### config.mk
export PLATFORM = sky130hd
export DESIGN_NAME = mem_stage_controller
export DESIGN_NICKNAME = d
export VERILOG_FILES = /design/src/rtl/mem_stage_controller.sv
export SDC_FILE = /design/constraint.sdc
export NUM_CORES = 1
export LEC_CHECK = 0
export ABC_AREA = 1
export BUFFER_PORTS_ARGS = -buffer_cell sky130_fd_sc_hd__clkbuf_2
export CORE_ASPECT_RATIO = 1.1
export CORE_MARGIN = 4
export CORE_UTILIZATION = 32
export CTS_CLUSTER_DIAMETER = 100
export CTS_CLUSTER_SIZE = 16
export DETAILED_ROUTE_END_ITERATION = 10
export GPL_TIMING_DRIVEN = 1
export HOLD_SLACK_MARGIN = 0.03
export PLACE_DENSITY = 0.68
export SLEW_MARGIN = 20
export SYNTH_ARGS = -nofsm -noshare
export SYNTH_HDL_FRONTEND = slang
export SYNTH_SLANG_ARGS = --single-unit
### constraint.sdc
create_clock -name clk -period 1.5 [get_ports clk]
set_clock_uncertainty 0.05 [all_clocks]
set_input_delay 0.225 -clock clk [delete_from_list [all_inputs] [get_ports clk]]
set_output_delay 0.225 -clock clk [all_outputs]
set_load 0.05 [all_outputs]
### src/rtl/mem_stage_controller.sv
// MEM-stage SRAM access controller: runs one fixed-latency word access
// per load/store and freezes the pipeline via ready until it completes.
module mem_stage_controller #(
    parameter int          WAIT_CYCLES = 5,
    parameter int          ADDR_W      = 16,
    parameter logic [31:0] BASE_ADDR   = 32'd1024
) (
    input  logic              clk,
    input  logic              rst,
    input  logic              mem_read_en,
    input  logic              mem_write_en,
    input  logic [31:0]       alu_res,
    input  logic [31:0]       st_val,
    output logic              ready,
    output logic [31:0]       read_data,
    output logic [ADDR_W-1:0] sram_addr,
    output logic [31:0]       sram_wdata,
    input  logic [31:0]       sram_rdata,
    output logic              sram_we_n,
    output logic              sram_oe_n
);

    typedef enum logic [1:0] {
        IDLE   = 2'd0,
        ACCESS = 2'd1,
        DONE   = 2'd2
    } state_t;

    state_t     state;
    state_t     state_nxt;
    logic [3:0] cnt;
    logic       is_read;
    logic       request;
    logic       last;

    assign request = mem_read_en | mem_write_en;
    assign last    = (cnt == 4'(WAIT_CYCLES - 1));

    always_ff @(posedge clk) begin
        if (rst) begin
            state <= IDLE;
        end else begin
            state <= state_nxt;
        end
    end

    always_comb begin
        state_nxt = state;
        unique case (state)
            IDLE:    if (request) state_nxt = ACCESS;
            ACCESS:  if (last) state_nxt = DONE;
            DONE:    state_nxt = IDLE;
            default: state_nxt = IDLE;
        endcase
    end

    always_comb begin
        ready = ((state == IDLE) && !request) || (state == DONE);
    end

    // Strobes are registered so they go low exactly while state is ACCESS;
    // a simultaneous read and write request resolves to a read.
    always_ff @(posedge clk) begin
        if (rst) begin
            cnt        <= '0;
            is_read    <= 1'b0;
            read_data  <= '0;
            sram_addr  <= '0;
            sram_wdata <= '0;
            sram_we_n  <= 1'b1;
            sram_oe_n  <= 1'b1;
        end else begin
            unique case (state)
                IDLE: begin
                    if (request) begin
                        cnt        <= '0;
                        is_read    <= mem_read_en;
                        sram_addr  <= ADDR_W'((alu_res - BASE_ADDR) >> 2);
                        sram_wdata <= st_val;
                        sram_we_n  <= mem_read_en;
                        sram_oe_n  <= ~mem_read_en;
                    end
                end
                ACCESS: begin
                    cnt <= cnt + 4'd1;
                    if (last) begin
                        if (is_read) read_data <= sram_rdata;
                        sram_we_n <= 1'b1;
                        sram_oe_n <= 1'b1;
                    end
                end
                default: begin
                end
            endcase
        end
    end

endmodule
==> metrics <==
Critical Path AT about 1600 ps; I/O pin count roughly 180; Ant. Diodes 0; row count 38; Via density about 4.4; pins over their slew limit 0; CP Max Fanout 10; die area approximately 12000 µm²; CTS Buf Count 9; Synth warnings 0; clock buffer depth 2; RSZ-0062 raised after global routing no; Post-Syn Instances between 400 and 500; Yosys cell types 23; max cap viols 0; Period minus WS final 1410 ps; syn_area_per_cell ~7.7 µm²; clk slew on worst S/H paths ~90 ps; die width 105 µm; routed length per instance around 12 µm; Initial DRC Count ~110; HP Class in2reg; initial antenna violation count 0; Worst-Margin Slew approximately 300 ps; P_leak roughly 2.2 nW; fmax 709 MHz; simple logic cell fraction of the synthesized area 0.240; latest clock arrival within the worst-skew pair ~340 ps; clock sink count just under 90; total power between 5 and 6 mW; Residual DRC 0; fin nets 700; synthesized cell area between 3000 and 4000 µm²; # setup viols final 0; final-report hold violation count 0; starting density of the core 0.332; part of the Yosys area used for sequential elements 0.535; first-pass GRT wire length 14.3 mm; flops & latches, synth between 80 and 90; Die Height ~120 µm; final non-filler cell total 742; largest family of logic cells by synthesized area simple AND/OR/NAND/NOR gates; Place WS between 20 and 30 ps; pin count of the biggest net entering global routing between 40 and 50; worst setup margin just under 90 ps; VDD IR max between 500 and 600 µV; compound-gate portion of the synthesized area 0.145; layout cells sized above 1 0.339; Slew headroom 0.798; DRT Wirelength 8.80 mm; Critical Path RT around 1700 ps; CTS root buf clkbuf_8; gr ovfl total 0; vias in the first global route 3107; routability congestion estimate 0.809; via count approximately 3300; # H-tree levels 3; Core ar. between 10000 and 15000 µm²; XOR/XNOR share of the synthesized area 0; Syn Nets between 500 and 600; Util after Layout 0.449; drt pass-1 iters 4; Final period util 0.940; Post-Synth Adder-Cell Area 0.0113; area grow syn2layout 35.1%; post-synthesis mux area share 0; Setup crit start kind flip-flop; CTS tree built; Routed Antenna Nets 0; aggregate global-route resource usage 0.145; critical path endpoint category flip-flop; Placed Instances 724; kind of critical path reg2reg; status completed; I/O Buffers about 170; Pwr Density 1150 nW/µm²; Setup TNS Final 0 ps; Detailed Place HPWL approximately 6.6 mm
sequential cells by signal, indices dropped and copies added, names as in the netlist:
register    flops
cnt             4
is_read         1
read_data      32
sram_addr      16
sram_oe_n       1
sram_wdata     32
sram_we_n       1
state           2
power by group:
group	internal (mW)	switching, mW	leakage, nW	total [mW]
clock network	0.643	0.815	0.0891	1.46
logic	0.318	0.830	1.39	1.15
registers	2.50	0.0698	0.731	2.57
total	3.46	1.71	2.20	5.18
critical path: stages (launching register included):
cell and delay, ps:
dfxtp_1 330, inv_1 80, ha_1 150, nand3_2 110, nor2_4 110, nand2_4 90, buf_4 190, o21ai_1 130
nor2_1 50
layer usage:
layer	vias up	share of wire	track usage
met3	16	0.066	0.0444
met2	93	0.51	0.258
met1	1444	0.40	0.160
met5	-	0	0
met4	0	0.022	0.0604
li1	1717	-	-
layout make-up:
cell class / count / area (µm²)
Fill cell: 1025 / 5530
Clock buffer: 11 / 141
Inverter: 22 / 90.1
Sequential cell: 89 / 1780
Timing Repair Buffer: 177 / 956
Clock inverter: 5 / 31.3
Multi-Input combinational cell: 298 / 1330
Tap cell: 140 / 175
final timing paths:
path                             start                         end  slack [ps]  cells past startpoint
setup / recovery   cnt[1]$_SDFFE_PP0P_  read_data[28]$_SDFFE_PP0P_          90                      8
hold / removal           sram_rdata[2]   read_data[2]$_SDFFE_PP0P_          60                      3
setup reg to reg   cnt[1]$_SDFFE_PP0P_  read_data[28]$_SDFFE_PP0P_          90                      8
hold reg to reg   is_read$_SDFFE_PP0P_        is_read$_SDFFE_PP0P_         420                      2
placed cells by master, fill, tap and decap left out, types with 4 or more instances in the layout:
| cell type | instances |
|---|---|
| clkbuf_2 | 165 |
| nor2_1 | 157 |
| dfxtp_1 | 89 |
| o21ai_1 | 52 |
| o21ai_0 | 27 |
| nand2_1 | 19 |
| inv_1 | 18 |
| a21oi_1 | 12 |
| nand3_1 | 12 |
| clkbuf_8 | 10 |
| buf_4 | 8 |
| nor3_1 | 4 |
repair_timing:
item                                    4_1_cts  5_1_grt
endpoints found under the setup margin        0       33
setup buffers                                 0        1
hold buffers                                  1        0
endpoints found under the hold margin         1        0
resized for setup                             0        7
logic make-up (layout without fill, tap and decap cells):
logic type               count (synthesis)  after routing
flip-flops                              89             89
buffers and inverters                   47            215
adder cells (fa/ha/maj)                  3              3
AO/OA/AOI/OAI                           95             95
AND/OR/NAND/NOR                        200            200
synth_stat cells, drive strengths merged:
| cell | count | area (µm²) |
|---|---|---|
| nor2 | 159 | 602 |
| dfxtp | 89 | 1780 |
| o21ai | 80 | 400 |
| nand2 | 23 | 101 |
| inv | 22 | 85.1 |
| buf | 16 | 113 |
| nand3 | 13 | 70.1 |
| a21oi | 12 | 60.1 |
| clkbuf | 9 | 33.8 |
| nor3 | 4 | 20.0 |
| ha | 3 | 37.5 |
| o211ai | 2 | 15.0 |
| o31ai | 1 | 7.51 |
| or2 | 1 | 6.26 |
stage by stage:
step / cell area [µm²] / hold WS (ps)
final: 4500 / 63.0
after global routing: 4500 / 53.7
after CTS: 4480 / 40.3
after detailed placement: 4300 / 392
after global placement: 4300 / 391
after floorplan: 3330 / 265
Note: power is estimated with default switching activity, not from simulation.
